### src/rtl/operand_launch_ctrl.sv
// Operand launch sequencer: settles software-written operands, launches the datapath, captures result.
// Optional WAIT timeout is built when OPERAND_LAUNCH_CTRL_TIMEOUT_EN is defined.
module operand_launch_ctrl #(
    parameter int unsigned DATA_W         = 64,
    parameter int unsigned SETTLE_CYCLES  = 4,
    parameter int unsigned TIMEOUT_CYCLES = 1024
) (
    input  logic              clk,
    input  logic              reset_n,
    input  logic [DATA_W-1:0] operand_a_in,
    input  logic [DATA_W-1:0] operand_b_in,
    output logic [DATA_W-1:0] dp_operand_a,
    output logic [DATA_W-1:0] dp_operand_b,
    output logic              dp_start,
    input  logic              dp_done,
    input  logic [DATA_W-1:0] dp_result,
    output logic [DATA_W-1:0] result_out,
    output logic              busy,
    output logic              result_valid,
    output logic              timeout_err
);

    if (SETTLE_CYCLES < 1 || SETTLE_CYCLES > 255 ||
        TIMEOUT_CYCLES < 2 || TIMEOUT_CYCLES > 65535) begin : g_param_err
        $error("operand_launch_ctrl: SETTLE_CYCLES or TIMEOUT_CYCLES out of range");
    end

    localparam logic [7:0] SETTLE_LAST = 8'(SETTLE_CYCLES - 1);

    typedef enum logic [1:0] {StIdle, StSettle, StLaunch, StWait} state_e;

    state_e                r_state;
    state_e                w_state_d;
    logic [2*DATA_W-1:0]   r_sample;
    logic [2*DATA_W-1:0]   r_shadow;
    logic [7:0]            r_settle_cnt;
    logic [DATA_W-1:0]     r_dp_a;
    logic [DATA_W-1:0]     r_dp_b;
    logic [DATA_W-1:0]     r_result;
    logic                  r_result_valid;

    logic [2*DATA_W-1:0]   w_inputs;
    logic                  w_sample_load;
    logic                  w_settle_inc;
    logic                  w_launch;
    logic                  w_done_cap;
    logic                  w_timeout_hit;
    logic                  w_wait_inc;

    assign w_inputs = {operand_a_in, operand_b_in};

`ifdef OPERAND_LAUNCH_CTRL_TIMEOUT_EN
    localparam logic [15:0] WAIT_LAST = 16'(TIMEOUT_CYCLES - 1);
    logic [15:0] r_wait_cnt;
    logic        r_timeout_err;
    wire         w_wait_expired = (r_wait_cnt == WAIT_LAST);
`else
    wire         w_wait_expired = 1'b0;
`endif

    always_ff @(posedge clk or negedge reset_n) begin
        if (!reset_n) begin
            r_state <= StIdle;
        end else begin
            r_state <= w_state_d;
        end
    end

    always_comb begin
        w_state_d     = r_state;
        w_sample_load = 1'b0;
        w_settle_inc  = 1'b0;
        w_launch      = 1'b0;
        w_done_cap    = 1'b0;
        w_timeout_hit = 1'b0;
        w_wait_inc    = 1'b0;
        case (r_state)
            StIdle: begin
                if (w_inputs != r_shadow) begin
                    w_sample_load = 1'b1;
                    w_state_d     = StSettle;
                end
            end
            StSettle: begin
                if (w_inputs != r_sample) begin
                    w_sample_load = 1'b1;
                end else if (r_settle_cnt == SETTLE_LAST) begin
                    w_launch  = 1'b1;
                    w_state_d = StLaunch;
                end else begin
                    w_settle_inc = 1'b1;
                end
            end
            StLaunch: w_state_d = StWait;
            StWait: begin
                // Done takes priority over a coincident timeout.
                if (dp_done) begin
                    w_done_cap = 1'b1;
                    w_state_d  = StIdle;
                end else if (w_wait_expired) begin
                    w_timeout_hit = 1'b1;
                    w_state_d     = StIdle;
                end else begin
                    w_wait_inc = 1'b1;
                end
            end
            default: w_state_d = StIdle;
        endcase
    end

    always_ff @(posedge clk or negedge reset_n) begin
        if (!reset_n) begin
            r_sample       <= '0;
            r_shadow       <= '0;
            r_settle_cnt   <= '0;
            r_dp_a         <= '0;
            r_dp_b         <= '0;
            r_result       <= '0;
            r_result_valid <= 1'b0;
        end else begin
            if (w_sample_load) begin
                r_sample     <= w_inputs;
                r_settle_cnt <= '0;
            end else if (w_settle_inc) begin
                r_settle_cnt <= r_settle_cnt + 8'd1;
            end
            // Valid clears on entry to LAUNCH so it is already low while dp_start is high.
            if (w_launch) begin
                r_dp_a         <= r_sample[2*DATA_W-1:DATA_W];
                r_dp_b         <= r_sample[DATA_W-1:0];
                r_shadow       <= r_sample;
                r_result_valid <= 1'b0;
            end
            if (w_done_cap) begin
                r_result       <= dp_result;
                r_result_valid <= 1'b1;
            end
        end
    end

`ifdef OPERAND_LAUNCH_CTRL_TIMEOUT_EN
    always_ff @(posedge clk or negedge reset_n) begin
        if (!reset_n) begin
            r_wait_cnt    <= '0;
            r_timeout_err <= 1'b0;
        end else begin
            if (r_state == StLaunch) begin
                r_wait_cnt <= '0;
            end else if (w_wait_inc) begin
                r_wait_cnt <= r_wait_cnt + 16'd1;
            end
            if (w_launch) begin
                r_timeout_err <= 1'b0;
            end else if (w_timeout_hit) begin
                r_timeout_err <= 1'b1;
            end
        end
    end
    assign timeout_err = r_timeout_err;
`else
    assign timeout_err = 1'b0;
`endif

    assign dp_start     = (r_state == StLaunch);
    assign busy         = (r_state != StIdle);
    assign dp_operand_a = r_dp_a;
    assign dp_operand_b = r_dp_b;
    assign result_out   = r_result;
    assign result_valid = r_result_valid;

endmodule

### config.mk
export PLATFORM = sky130hd
export DESIGN_NAME = operand_launch_ctrl
export DESIGN_NICKNAME = d
export VERILOG_FILES = /design/src/rtl/operand_launch_ctrl.sv
export SDC_FILE = /design/constraint.sdc
export NUM_CORES = 1
export LEC_CHECK = 0
export CORE_ASPECT_RATIO = 1.2
export CORE_MARGIN = 3
export CORE_UTILIZATION = 50
export DETAILED_ROUTE_END_ITERATION = 8
export MAX_ROUTING_LAYER = met4
export PLACE_DENSITY = 0.8
export SLEW_MARGIN = 5
export SYNTH_ARGS = -nofsm -noshare
export SYNTH_HDL_FRONTEND = slang
export SYNTH_SLANG_ARGS = --single-unit
### constraint.sdc
create_clock -name clk -period 2.9 [get_ports clk]
set_input_delay 0.58 -clock clk [delete_from_list [all_inputs] [get_ports clk]]
set_output_delay 0.58 -clock clk [all_outputs]
set_load 0.05 [all_outputs]
## Word-level counts from Yosys, hierarchy flattened

Index checks and enable logic that the tools add are counted.

| word-level totals | value |
|---|---|
| output and inout bits | 196 |
| bits in read-only memories | 0 |
| bits in writable memories | 0 |
| latch bits | 0 |
| word-level logic and storage cells | 44 |
| memories | 0 |
| register bits after elaboration | 459 |
| bits of input ports | 195 |

| cells by class | value |
|---|---|
| reduce and logical (&&, ||, !) cells | 5 |
| div/mod/pow operators | 0 |
| $mul | 0 |
| order comparisons | 0 |
| shift-type cells | 0 |
| mux-type cells | 20 |
| bitwise operators | 0 |
| eq/ne operators | 10 |
| add/subtract/negate cells | 1 |

Operator list:

| operator | count |
|---|---|
| inequality test 128 bit | 2 |
| 2-to-1 mux 8 bit | 2 |
| 2-to-1 mux 1 bit | 12 |
| adder 8 x 1 -> 8 bit, second input constant | 1 |
| equality test 8 x 2 -> 1 bit, second input constant | 1 |
| 2-to-1 mux 2 bit | 4 |
| inequality test 2 bit, second input constant | 4 |
| case mux 2 bit (4 select lines) | 1 |
| nonzero test 2 bit | 3 |
| equality test 2 bit, second input constant | 2 |
| AND reduction 4 bit | 1 |
| equality test 2 x 1 -> 1 bit, second input constant | 1 |
| zero test 2 bit | 1 |
| case mux 1 bit (2 select lines) | 1 |

## Longest topological paths before layout

| depth | value |
|---|---|
| depth after elaboration | 6 |
| mapped depth | 9 |
| mapped depth without buffers | 7 |

## Least setup slack after synthesis

Ideal clock, no wire load.

| timing | value |
|---|---|
| kind | reg-to-reg |
| start | reg r_shadow[1] |
| end | reg r_sample[100] |
| data arrival time | 2475 ps |
| required time | 2775 ps |
| setup slack | 300 ps |
| library setup time | 125 ps |
| cell stages (with the launch flop) | 10 |
| clock period less this slack | 2600 ps |
| path buffers | 2 |
| cell sequence | dfrtp_1 > xor2_1 > nor4_1 > nand4_1 > nor4_2 > a21oi_2 > o21bai_4 > buf_6 > buf_6 > mux2_4 |

| on the way | value |
|---|---|
| cells in the longest elaborated chain, start to end | 3 |

Ends and longest elaborated chain:

| what | RTL line | RTL |
|---|---|---|
| from (decl) | 35 | `logic [2*DATA_W-1:0] r_shadow;` |
| from (signal assigned) | 131 | `r_shadow <= r_sample;` |
| inequality test 128 bit | 79 | `if (w_inputs != r_shadow) begin` |
| 2-to-1 mux 1 bit | 79 |  |
| case mux 1 bit (2 select lines) | 77 | `case (r_state)` |
| to (signal assigned) | 122 | `r_sample <= w_inputs;` |
| to (decl) | 34 | `logic [2*DATA_W-1:0] r_sample;` |

Every way passes these cells.
A chain may end at the register's enable or synchronous reset.

## Worst setup path in the final report

| timing | value |
|---|---|
| start | in operand_a_in[5] |
| end | reg r_shadow[19] |

| on the way | value |
|---|---|
| cells in the longest elaborated chain, start to end | 3 |

Ends and longest elaborated chain:

| what | RTL line | RTL |
|---|---|---|
| from (decl) | 10 | `input logic [DATA_W-1:0] operand_a_in,` |
| inequality test 128 bit | 85 | `if (w_inputs != r_sample) begin` |
| 2-to-1 mux 1 bit | 85 |  |
| 2-to-1 mux 1 bit | 77 |  |

Every way passes these cells.

==> impl_metrics.toml <==
[run_status]
outcome = "finished with violations"
failed_checks = "negative setup slack"

[routing]
routedWlPerCell_um = 25.20
routed_via_density = 5.391
drtIter0Drc = 561
wirelength_met1_um = 20880
vias = 11284
wl_met2_um = 25900
maxUsedRoutingLayer = "met4"
drcViolationCount = 0
dr.pass1.iters = 5
route.met3.wl_um = 4045
drtAntennaViolNets = 0
drt-total-wl_um = 52750

[layout]
fin_nets = 1858
drive_above_1_share = 0.3488
mostFrequentLayoutCell = "clkdlybuf4s50_1"
final_area_mm2 = 0.02412
syn2layout_area_growth_pct = 47.88
fin_util = 0.7605
final_cell_mix = "clkdlybuf4s50_1, dfrtp_1, mux2_4, buf_4, xor2_1"

[floorplan]
dieWidth_um = 170.9
fp.dieH_um = 203.9
die_area_mm2 = 0.03483
rows = 71
io_pins = 391
core_mm2 = 0.03171
start_util = 0.5143

[place]
dpl-instance-area_mm2 = 0.02171
portBuffers = 389
dpl_worst_slack_ns = -0.9615
routabilityCongestion = 0.9209
place_hpwl_um = 37570

[setup_path]
critical_path_class = "in2reg"
required_ns = 3.30
start_kind = "input port"
crit_fanout = 7
rrSetupSlack_ns = -0.01
cp_data_arrival_time_ns = 3.35
cp-end-kind = "flip-flop"

[synthesis]
synthMuxAreaShare = 0.2743
yosysSeqAreaShare = 0.5078
synth_top_family_by_area = "multiplexers"
syn_nets = 1289
netlist_area_mm2 = 0.01631
synthAdderAreaFrac = 0.003836
synth_xor_area_frac = 0.1375
synth_compound_area_frac = 0.007594
synth_cell_types = 33
yosys_register_bits = 331
yosysWarnings = 0
syn_inst = 1089
yosys.area_share.simple = 0.04748
synth.avg_cell_area_um2 = 14.98

[global_route]
grt_pass1_wl_um = 75530
grt_antenna_before_repair = 6
grt_pass1_vias = 12099
grt_max_degree = 74
grt_use_total = 0.2948
grt_overflow = 0

[clock_network]
cts_buffers = 36
clk_latency_ns = 0.53
htree_levels = 2
cts.path.max_buffers = 3
cts_tree = "built"
path_clk_slew_ns = 0.06
cts_sinks = 331
root_buffer = "clkbuf_16"

[timing]
hold_violations = 0
period_needed_ns = 2.956
period_share = 1.019
relSlewSlack = 0.5026
fmax_mhz = 338.3
slew_violations = 0
setup_viol = 115
max_slew.worst_pin.slew_ns = 0.7437
fin_skew_ns = 0.02035
fin_ws_ns = -0.05615

[power]
p_total_w = 0.01088
leakage_nw = 12.12
vdd_drop_max_mv = 0.4127
power_density_mw_per_mm2 = 451.2

[job]
max_cap_violations = 0

[hold_path]
min_path_type = "in2async"
==> cell usage after synthesis, drive strengths merged <==
cell / instances / area share
o21ai: 6 / 0.0018
clkbuf: 6 / 0.0014
nor3: 8 / 0.0031
mux2: 321 / 0.27
o32a: 1 / 0.00061
nand2: 4 / 0.00092
conb: 1 / 0.00023
a21oi: 9 / 0.0030
dfrtp: 331 / 0.51
nor2b: 1 / 0.00038
o21bai: 1 / 0.0012
o31ai: 1 / 0.00046
ha: 5 / 0.0038
nand2b: 2 / 0.00077
nand3: 2 / 0.00061
nor2: 2 / 0.00046
buf: 29 / 0.019
and3: 6 / 0.0023
xor2: 128 / 0.069
inv: 4 / 0.00092
nor4: 42 / 0.018
a22o: 1 / 0.00054
nand4b: 6 / 0.0032
xnor2: 128 / 0.069
nand4: 44 / 0.018
==> per-layer routing <==
layer | GRT usage | vias to the layer above
li1 | - | 4985
met1 | 0.3605 | 5763
met2 | 0.4861 | 438
met3 | 0.07545 | 98
met4 | 0.08568 | 0
met5 | - | -
==> worst max-delay path, cell delays in order <==
cell and delay [ns]:
clkdlybuf4s50_1 0.54, xnor2_1 0.14, buf_4 0.15, nand4_1 0.25, nor4_2 0.44, nand4_4 0.20, nor3_4 0.23, nand2b_4 0.14
clkbuf_16 0.20, clkbuf_16 0.18, mux2_4 0.29
==> through the flow <==
stage	TNS [ns]	hold slack, ns	std cells
global route	-13.40	0.08572	2092
finish	-3.263	0.04250	2093
global placement	-193.26	0.4844	1995
detailed placement	-191.17	0.4915	1995
floorplan	0	0.2844	1089
CTS	-0.02029	0.06704	2071
==> logic make-up (layout without fill, tap and decap cells) <==
group / Yosys count / in the layout
flops: 331 / 331
mux: 321 / 321
xor+xnor: 256 / 256
simple gates: 117 / 117
buf+inv: 39 / 636
compound gates: 19 / 19
fa+ha+maj: 5 / 5
other cells: 1 / 7
==> sequential cells by signal, summed over array words and instances (netlist names) <==
signal        flops
r_state           2
result_valid      1
result_out       64
r_shadow        128
r_sample        128
r_settle_cnt      8
==> power breakdown <==
group          internal [W]  switching, W
Combinational      0.000640      0.000494
Clock               0.00300       0.00194
Sequential          0.00471      0.000105
Total               0.00835       0.00254
==> path summary, 6_finish.rpt <==
kind	start	to	cells after the start
hold / removal	reset_n	result_out[61]	1
max in group asynchronous	reset_n	r_sample[68]	2
setup reg to reg	r_sample[86]	r_shadow[19]	10
hold reg to reg	result_out[0]	result_out[0]	1
min in group clk	operand_b_in[44]	r_sample[44]	2
setup / recovery	operand_a_in[5]	r_shadow[19]	11
==> what timing repair did <==
| action | 4_1_cts | 5_1_grt |
|---|---|---|
| gates resized for setup | 29 | 105 |
| gates cloned | 3 | 11 |
| endpoints found under the setup margin | 256 | 259 |
| hold buffers | 0 | 0 |
| buffers inserted | 7 | 5 |
| pin swaps | 10 | 40 |
==> cell type report <==
type	instances	area, um^2
Multi-Input combinational cell	719	8135
Inverter	4	15.01
Timing Repair Buffer	566	5888
Fill cell	1947	7595
Sequential cell	331	8283
Clock buffer	54	1100
Antenna cell	6	15.01
Tap cell	401	501.7
Clock inverter	12	181.4
No activity file was read; power rests on OpenSTA's default activity.
